`config.mk`:
```
export PLATFORM = sky130hd
export DESIGN_NAME = clock_disp_scan
export DESIGN_NICKNAME = d
export VERILOG_FILES = /design/src/rtl/clock_disp_pkg.sv /design/src/rtl/clock_disp_scan_seg7_dec.sv /design/src/rtl/clock_disp_scan.sv
export SDC_FILE = /design/constraint.sdc
export NUM_CORES = 1
export LEC_CHECK = 0
export ABC_AREA = 0
export BUFFER_PORTS_ARGS = -buffer_cell sky130_fd_sc_hd__buf_2
export CORE_MARGIN = 5
export CORE_UTILIZATION = 30
export CTS_BUF_LIST = sky130_fd_sc_hd__clkbuf_4
export CTS_CLUSTER_SIZE = 8
export DETAILED_ROUTE_END_ITERATION = 8
export GPL_ROUTABILITY_DRIVEN = 0
export PLACE_DENSITY = 0.57
export SLEW_MARGIN = 20
export SYNTH_ARGS = -nofsm -noshare
export SYNTH_HDL_FRONTEND = slang
export SYNTH_HIERARCHICAL = 1
export SYNTH_SLANG_ARGS = --single-unit
```
`constraint.sdc`:
```
create_clock -name clk -period 4.3 [get_ports clk]
set_input_delay 1.29 -clock clk [delete_from_list [all_inputs] [get_ports clk]]
set_output_delay 1.29 -clock clk [all_outputs]
set_load 0.01 [all_outputs]
```
`src/rtl/clock_disp_pkg.sv`:
```
// Shared constants and types for the clock display scanner: active-low segment
// patterns, blink field encodings and the legal range of each time field.
package clock_disp_pkg;

  // Segment order is {g,f,e,d,c,b,a}; a 0 lights the segment.
  localparam logic [6:0] SEG_0     = 7'h40;
  localparam logic [6:0] SEG_1     = 7'h79;
  localparam logic [6:0] SEG_2     = 7'h24;
  localparam logic [6:0] SEG_3     = 7'h30;
  localparam logic [6:0] SEG_4     = 7'h19;
  localparam logic [6:0] SEG_5     = 7'h12;
  localparam logic [6:0] SEG_6     = 7'h02;
  localparam logic [6:0] SEG_7     = 7'h78;
  localparam logic [6:0] SEG_8     = 7'h00;
  localparam logic [6:0] SEG_9     = 7'h10;
  localparam logic [6:0] SEG_BLANK = 7'h7F;

  typedef enum logic [1:0] {
    BLINK_NONE = 2'd0,
    BLINK_SEC  = 2'd1,
    BLINK_MIN  = 2'd2,
    BLINK_HR   = 2'd3
  } blink_sel_e;

  localparam logic [5:0] SEC_MAX = 6'd59;
  localparam logic [5:0] MIN_MAX = 6'd59;
  localparam logic [4:0] HR_MAX  = 5'd23;

  typedef struct packed {
    logic [3:0] tens;
    logic [3:0] ones;
  } bcd_t;

endpackage

```
`src/rtl/clock_disp_scan_seg7_dec.sv`:
```
// Combinational decimal digit to active-low seven-segment pattern.
module seg7_dec
  import clock_disp_pkg::*;
(
  input  logic [3:0] digit,
  output logic [6:0] seg
);

  always_comb begin
    seg = SEG_BLANK;
    case (digit)
      4'd0:    seg = SEG_0;
      4'd1:    seg = SEG_1;
      4'd2:    seg = SEG_2;
      4'd3:    seg = SEG_3;
      4'd4:    seg = SEG_4;
      4'd5:    seg = SEG_5;
      4'd6:    seg = SEG_6;
      4'd7:    seg = SEG_7;
      4'd8:    seg = SEG_8;
      4'd9:    seg = SEG_9;
      default: seg = SEG_BLANK;
    endcase
  end

endmodule

```
`src/rtl/clock_disp_scan.sv`:
```
// Captures hh:mm:ss atomically on upd and scans the six digits onto a
// multiplexed common-anode display with blinking colon and optional field blink.
module clock_disp_scan
  import clock_disp_pkg::*;
#(
  parameter int SCAN_DIV  = 50000,
  parameter int BLINK_DIV = 125
) (
  input  logic       clk,
  input  logic       rst,
  input  logic [5:0] sec,
  input  logic [5:0] min,
  input  logic [4:0] hr,
  input  logic       upd,
  input  logic [1:0] blink_sel,
  output logic [5:0] an,
  output logic [6:0] seg,
  output logic       dp,
  output logic       bad
);

  localparam int PW = $clog2(SCAN_DIV);
  localparam int FW = (BLINK_DIV > 1) ? $clog2(BLINK_DIV) : 1;
  localparam logic [PW-1:0] PRESC_LAST = PW'(SCAN_DIV - 1);
  localparam logic [FW-1:0] FRAME_LAST = FW'(BLINK_DIV - 1);

  // Tens/ones of a value below 60 via a descending compare/subtract ladder.
  function automatic bcd_t split_bcd(input logic [5:0] v);
    bcd_t r;
    if (v >= 6'd50) begin
      r.tens = 4'd5; r.ones = 4'(v - 6'd50);
    end else if (v >= 6'd40) begin
      r.tens = 4'd4; r.ones = 4'(v - 6'd40);
    end else if (v >= 6'd30) begin
      r.tens = 4'd3; r.ones = 4'(v - 6'd30);
    end else if (v >= 6'd20) begin
      r.tens = 4'd2; r.ones = 4'(v - 6'd20);
    end else if (v >= 6'd10) begin
      r.tens = 4'd1; r.ones = 4'(v - 6'd10);
    end else begin
      r.tens = 4'd0; r.ones = v[3:0];
    end
    return r;
  endfunction

  logic [5:0]    sec_q, sec_d;
  logic [5:0]    min_q, min_d;
  logic [4:0]    hr_q, hr_d;
  logic [PW-1:0] presc_q, presc_d;
  logic [2:0]    idx_q, idx_d;
  logic [FW-1:0] frame_q, frame_d;
  logic          phase_q, phase_d;
  logic [5:0]    an_q, an_d;
  logic [6:0]    seg_q, seg_d;
  logic          dp_q, dp_d;
  logic          bad_q, bad_d;

  logic          upd_ok;
  logic          presc_wrap;
  logic          idx_wrap;
  bcd_t          sec_bcd, min_bcd, hr_bcd;
  logic [3:0]    digit;
  logic [6:0]    dec_seg;
  logic [1:0]    idx_field;
  logic          blink_hit;

  // A strobe with any out-of-range field is dropped whole so the shadow never
  // holds a mixed old/new time.
  always_comb begin
    upd_ok = (sec <= SEC_MAX) && (min <= MIN_MAX) && (hr <= HR_MAX);
    sec_d  = sec_q;
    min_d  = min_q;
    hr_d   = hr_q;
    if (upd && upd_ok) begin
      sec_d = sec;
      min_d = min;
      hr_d  = hr;
    end
    bad_d = upd && !upd_ok;
  end

  always_comb begin
    presc_wrap = (presc_q == PRESC_LAST);
    idx_wrap   = presc_wrap && (idx_q == 3'd5);
    presc_d    = presc_wrap ? '0 : presc_q + 1'b1;
    idx_d      = idx_q;
    if (presc_wrap) begin
      idx_d = (idx_q == 3'd5) ? 3'd0 : idx_q + 3'd1;
    end
    frame_d = frame_q;
    phase_d = phase_q;
    if (idx_wrap) begin
      if (frame_q == FRAME_LAST) begin
        frame_d = '0;
        phase_d = ~phase_q;
      end else begin
        frame_d = frame_q + 1'b1;
      end
    end
  end

  always_comb begin
    sec_bcd = split_bcd(sec_q);
    min_bcd = split_bcd(min_q);
    hr_bcd  = split_bcd({1'b0, hr_q});
    case (idx_q)
      3'd0:    digit = sec_bcd.ones;
      3'd1:    digit = sec_bcd.tens;
      3'd2:    digit = min_bcd.ones;
      3'd3:    digit = min_bcd.tens;
      3'd4:    digit = hr_bcd.ones;
      3'd5:    digit = hr_bcd.tens;
      default: digit = 4'hF;
    endcase
  end

  seg7_dec u_dec (
    .digit (digit),
    .seg   (dec_seg)
  );

  // Digit pairs map onto blink_sel codes 1..3 (sec, min, hr).
  always_comb begin
    idx_field = 2'(idx_q[2:1] + 2'd1);
    blink_hit = phase_q && (blink_sel != BLINK_NONE) && (blink_sel == idx_field);
    an_d      = (presc_q == '0) ? 6'h3F : ~(6'd1 << idx_q);
    seg_d     = blink_hit ? SEG_BLANK : dec_seg;
    dp_d      = !(((idx_q == 3'd2) || (idx_q == 3'd4)) && !phase_q);
  end

  always_ff @(posedge clk) begin
    if (rst) begin
      sec_q   <= '0;
      min_q   <= '0;
      hr_q    <= '0;
      presc_q <= '0;
      idx_q   <= '0;
      frame_q <= '0;
      phase_q <= 1'b0;
      an_q    <= 6'h3F;
      seg_q   <= SEG_BLANK;
      dp_q    <= 1'b1;
      bad_q   <= 1'b0;
    end else begin
      sec_q   <= sec_d;
      min_q   <= min_d;
      hr_q    <= hr_d;
      presc_q <= presc_d;
      idx_q   <= idx_d;
      frame_q <= frame_d;
      phase_q <= phase_d;
      an_q    <= an_d;
      seg_q   <= seg_d;
      dp_q    <= dp_d;
      bad_q   <= bad_d;
    end
  end

  assign an  = an_q;
  assign seg = seg_q;
  assign dp  = dp_q;
  assign bad = bad_q;

endmodule

```
# Word-level counts from Yosys, hierarchy flattened
# Memories as Yosys holds them, arrays and structs flattened. A register that Yosys moved wholly into a read port is not among the register bits.
# Index checks and enable logic that the tools add are counted.
[totals]
regBits = 52
romBits = 112
inputBits = 22
output_inout_bits = 15
wordCells = 96
n_memories = 1
[classes]
n_addsub = 19
n_lt_le_gt_ge = 18
n_eq_ne = 8
n_shift = 1
muxes = 18
bitwise_logic = 2
reduce_logical = 19
[mem_list]
columns = ["memory", "depth", "word_bits", "rd", "rd_clocked_by_memory_dff", "write_ports", "line_no", "text"]
rows = [
  ["(no name shown)", 16, 7, 1, 1, 0, "clock_disp_scan_seg7_dec.sv:11", "case (digit)"],
]
[op_table]
columns = ["op", "n"]
rows = [
  ["2-to-1 mux 7 bit", 7],
  ["2-to-1 mux 6 bit", 6],
  ["subtractor 4 bit, second input constant", 9],
  [">= comparator 6 x 5 -> 1 bit, second input constant", 4],
  [">= comparator 6 bit, second input constant", 4],
  ["case mux 4 bit (6 select lines)", 1],
  ["adder 16 x 1 -> 16 bit, second input constant", 1],
  ["== test 16 bit, second input constant", 1],
  ["zero test 16 bit", 1],
  ["2-to-1 mux 5 bit", 3],
  [">= comparator 5 x 6 -> 1 bit, second input constant", 2],
  [">= comparator 6 x 4 -> 1 bit, second input constant", 2],
  ["less-or-equal comparator 6 bit, second input constant", 2],
  ["subtractor 4 x 2 -> 4 bit, second input constant", 3],
  ["subtractor 4 x 3 -> 4 bit, second input constant", 3],
  [">= comparator 5 bit, second input constant", 2],
  ["logical AND 1 bit", 8],
  ["adder 7 x 1 -> 7 bit, second input constant", 1],
  ["== test 7 bit, second input constant", 1],
  ["== test 3 x 2 -> 1 bit, second input constant", 2],
  ["== test 3 bit, second input constant", 2],
  ["NOT 6 bit", 1],
  ["OR reduction 2 bit", 3],
  ["<< shifter 1 x 3 -> 6 bit, first input constant", 1],
  ["other kinds (13)", 15],
]

# Longest topological paths before layout
[depth]
word_depth = 7
ltp_mapped = 15
ltp_nobuf = 14

# Modules after synthesis
# Netlist, hierarchy kept.
[by_module_without_submodules]
columns = ["mod", "instances", "cells_per_inst", "area_each_um2", "seq_area_each_um2"]
rows = [
  ["clock_disp_scan", 1, 418, 3529.6, 1181.1],
  ["seg7_dec", 1, 33, 210.2, 0.0],
]

# Least setup slack after synthesis
# OpenSTA, ideal clock, no wires.
[synth_path]
path_type = "flip-flop to flip-flop"
from = "register sec_q[2]"
to = "register seg_q[3], in the netlist seg[3]"
setup_time_ns = 0.131
arrival_time_ns = 2.951
required_ns = 4.169
path_slack_ns = 1.218
path_stages_with_launch = 14
n_path_buf = 0
period_less_slack_ns = 3.082
cell_sequence = "dfxtp_1 -> inv_1 -> ha_1 -> a2111oi_2 -> o21ai_0 -> a221oi_2 -> xnor2_1 -> o221ai_1 -> inv_1 -> ha_1 -> or2_1 -> a21oi_2 -> a31oi_1 -> nand2b_1"
[synth_via]
elab_chain_len = 7
elab_cells_between_ends = 16
cone_classes = "add/sub: 5; order compare: 5; mux: 6"
[synth_rtl]
columns = ["item", "line_no", "text"]
rows = [
  ["start: declaration", "clock_disp_scan.sv:46", "logic [5:0] sec_q, sec_d;"],
  ["start signal: assignment", "clock_disp_scan.sv:133", "sec_q <= '0;"],
  ["start signal: assignment", "clock_disp_scan.sv:145", "sec_q <= sec_d;"],
  [">= comparator 6 x 4 -> 1 bit", "clock_disp_scan.sv:38", "end else if (v >= 6'd10) begin"],
  ["2-to-1 mux 5 bit", "clock_disp_scan.sv:38", ""],
  ["2-to-1 mux 6 bit", "clock_disp_scan.sv:36", "end else if (v >= 6'd20) begin"],
  ["2-to-1 mux 6 bit", "clock_disp_scan.sv:34", "end else if (v >= 6'd30) begin"],
  ["2-to-1 mux 7 bit", "clock_disp_scan.sv:32", "end else if (v >= 6'd40) begin"],
  ["2-to-1 mux 7 bit *", "clock_disp_scan.sv:30", "if (v >= 6'd50) begin"],
  ["case mux 4 bit (6 select lines) *", "clock_disp_scan.sv:106", "case (idx_q)"],
  ["named net digit[1]", "clock_disp_scan.sv:62", "logic [3:0] digit;"],
  ["end: declaration", "clock_disp_scan.sv:54", "logic [6:0] seg_q, seg_d;"],
]
# Mark *: on every way through the listed nets, which the timed path passes. The rest lies on a longest branch.
# A chain may end at the register's enable or synchronous reset.

# Worst setup path in the final report
# Same ends and word-level chain as after synthesis.

==> flow_summary.yaml <==
synthesis:
  syn-instance-count: 451
  yosys.area_share.simple: 0.270
  synth_warnings: 6
  synth-compound-area-share: 0.149
  synth_area_sq_mm: 0.00374
  synth-edff-count: 0
  async_flop_share: 0
  synth_top_family_by_area: "simple AND/OR/NAND/NOR gates"
  syn_nets: 503
  ys_types: 60
  synth_area_leaders: "dfxtp_1, ha_1, nor2_1"
  synth-xor-area-share: 0.0539
  synthMuxAreaShare: 0.0619
  yosysTopAreaCellShare: 0.316
  syn_area_per_cell_sq_um: 8.29
  ys_seq_area_frac: 0.316
  dominantRegCellSynth: "dfxtp_1"
  synthAdderAreaFrac: 0.100
  ys_ff_latch: 59
  yosys.area.top_type: "dfxtp_1"
routing:
  first_pass_iters: 4
  antenna_left: 0
  vias: 3193
  drc: 0
  wl_per_cell_um: 12.8
  first_iter_violations: 139
  avgViaCountPerCell: 4.89
  drt-total-wl_um: 8340
global_routing:
  grt.total_usage: 0.118
  grt_pass1_wl_um: 14300
  gr-total-overflow: 0
  grt_pass1_vias: 3150
  grt_antenna_before_repair: 1
  grt_max_degree: 30
hold_path:
  min_path_type: "flop to flop"
  min_from: "frame_q[6]"
  min_to: "frame_q[6]"
  whs_path_depth: 2
clocking:
  root_buffer: "clkbuf_4"
  path_clk_slew_ns: 0.12
  clockBufferDepth: 2
  cts_resized: 0
  clk_latency_ns: 0.43
  cts.sinks: 59
  htree_levels: 3
  cts-buffers-inserted: 9
  cts_tree: "done"
  hold_buffers: 0
  post_cts_buffers: 0
power:
  p_leak_nw: 1.66
  comb_power_share: 0.195
  intPower_w: 0.000867
  seqPwrFrac: 0.476
  power_switching_w: 0.000403
  power.density_mw_per_mm2: 304
  ir_drop_mv: 0.0999
  power.total_w: 0.00127
  clkPwrFrac: 0.329
  swShare: 0.318
worst_setup_path:
  worstPathRequired_ns: 4.60
  critPathMaxFanout: 7
  worst-r2r-setup-slack_ns: 0.78
  start_kind: "flop"
  r2r_start: "sec_q[2]"
  timing.rr.end: "seg[3]"
  cp.arrival_ns: 3.82
  critPathCaptureType: "flop"
  critical_path_class: "flop to flop"
  reg2reg_depth: 13
timing:
  grt_setup_unrepaired: "no"
  fin_crit_sh: 0.819
  skew_ns: 0.0161
  setup_ws_ns: 0.780
  max_slew_margin: 0.386
  period_minus_slack_ns: 3.52
  setup_tns_ns: 0
  setup_violations: 0
  hold_viol: 0
  worst_pin_slew_ns: 0.918
  report.final.slew_viol_count: 0
  fmax_mhz: 284
floorplan:
  start_util: 0.309
  dieWidth_um: 122
  die_h_um: 122
  ios: 37
  dieArea_sq_mm: 0.0148
  rows: 40
  core-area_sq_mm: 0.0121
placement:
  io_buffer_count: 36
  dp_slack_ns: 0.809
  hpwl_um: 6310
cells_and_area:
  fin_nets: 531
  layout-drive-gt1-share: 0.143
  finish.utilization: 0.345
  multi_input_area_sq_mm: 0.00237
  nFillCells: 1301
  seq_area_sq_mm: 0.00118
  syn_to_final_growth_pct: 11.9
run:
  drv_cap: 0
outcome:
  outcome: "finished, final reports clean"
==> metrics by stage <==
step | area (sq um) | instances | hold slack [ns]
6_report | 4180 | 653 | 0.515
5_1_grt | 4180 | 653 | 0.553
4_1_cts | 4180 | 652 | 0.515
3_5_place_dp | 4040 | 636 | 0.496
3_3_place_gp | 4040 | 636 | 0.475
2_1_floorplan | 3740 | 451 | 0.455
==> flip-flops by register name, summed over array words and instances, names as in the netlist <==
name / cells
an: 6
bad: 1
dp: 1
frame_q: 7
hr_q: 5
idx_q: 3
min_q: 6
phase_q: 1
presc_q: 16
sec_q: 6
seg: 7
==> layer usage <==
layer	wire (um)	GRT usage	part of all wire
met5	0	0	0
met4	146	0.0420	0.018
met3	422	0.0348	0.051
met2	3650	0.184	0.44
met1	4110	0.155	0.49
==> synthesized netlist by cell type (all sizes together), types with 10 or more instances <==
library cell  number
dfxtp             59
mux2i             22
inv               24
ha                30
nand3             16
a21oi             21
o21ai             30
xnor2             14
nand4             10
clkbuf            11
nor2              61
nand2             32
nand2b            19
==> critical path, stage by stage, from the launching register on <==
cell	delay, ns
dfxtp_1	0.47
inv_1	0.17
ha_1	0.24
a2111oi_2	0.45
o21ai_0	0.26
a221oi_2	0.36
xnor2_1	0.10
o221ai_1	0.39
inv_1	0.17
ha_1	0.20
or2_1	0.23
a21oi_2	0.15
a31oi_1	0.05
nand2b_1	0.15
==> how the worst max path moves through the flow <==
stage                   from     end  slack [ns]  cells after the start
detailed placement  sec_q[2]  seg[3]        0.81                     13
CTS                 sec_q[2]  seg[3]        0.79                     13
global placement    min_q[2]  seg[3]        0.95                     14
floorplan           sec_q[2]  seg[3]        1.22                     13
global route        sec_q[2]  seg[3]        0.50                     13
finish              sec_q[2]  seg[3]        0.78                     13
==> final cells by class <==
type	count	share of cell area
flip-flops and latches	59	0.282
multi-input cells	349	0.568
clock inverters	7	0.0185
well taps	168	0.0502
inverters	24	0.0215
diodes	1	0.000598
repair buffers	36	0.0431
clock buffers	9	0.0161
==> logic make-up (layout without fill, tap and decap cells) <==
kind of cell / Yosys count / in the layout
AOI/OAI and AO/OA: 83 / 83
xor gates and xnor gates: 23 / 23
adders and majority gates: 30 / 30
buffers and inverters: 43 / 76
DFF: 59 / 59
muxes: 23 / 23
other: 0 / 1
and+or+nand+nor: 190 / 190
==> placed cells by master, fill, tap and decap left out, types with 2 or more instances in the layout <==
| master | instances |
|---|---|
| a211oi_1 | 4 |
| inv_1 | 24 |
| o21ai_0 | 30 |
| nor2_1 | 61 |
| a31oi_1 | 2 |
| nor2b_1 | 4 |
| o221ai_1 | 2 |
| a21o_1 | 2 |
| nor4b_1 | 2 |
| nor3_2 | 2 |
| mux2i_1 | 22 |
| nor4_1 | 3 |
| nand2b_1 | 19 |
| nor3_1 | 7 |
| and2_1 | 5 |
| xnor2_1 | 14 |
| a21oi_1 | 20 |
| and3_1 | 3 |
| o2111ai_1 | 3 |
| clkinvlp_4 | 3 |
| a2111oi_0 | 2 |
| nand3_1 | 15 |
| o21bai_1 | 2 |
| ha_1 | 30 |
| a21boi_0 | 2 |
| nand2_1 | 32 |
| buf_2 | 36 |
| nand3b_1 | 3 |
| dfxtp_1 | 59 |
| clkbuf_4 | 9 |
| a2111oi_2 | 2 |
| nand4b_1 | 2 |
| or3_1 | 8 |
| xor2_1 | 9 |
| a41oi_1 | 2 |
| nand4_1 | 9 |
| o31ai_1 | 2 |
| and3_2 | 2 |
==> power by group through the flow <==
stage | registers (W) | logic, W | clock network [W]
2_1_floorplan | 0.000613 | 0.000187 | 0
3_3_place_gp | 0.000617 | 0.000244 | 0
3_5_place_dp | 0.000618 | 0.000248 | 0
4_1_cts | 0.000605 | 0.000249 | 0.000431
5_1_grt | 0.000610 | 0.000282 | 0.000460
6_report | 0.000605 | 0.000248 | 0.000417
No activity file was read; power rests on OpenSTA's default activity.
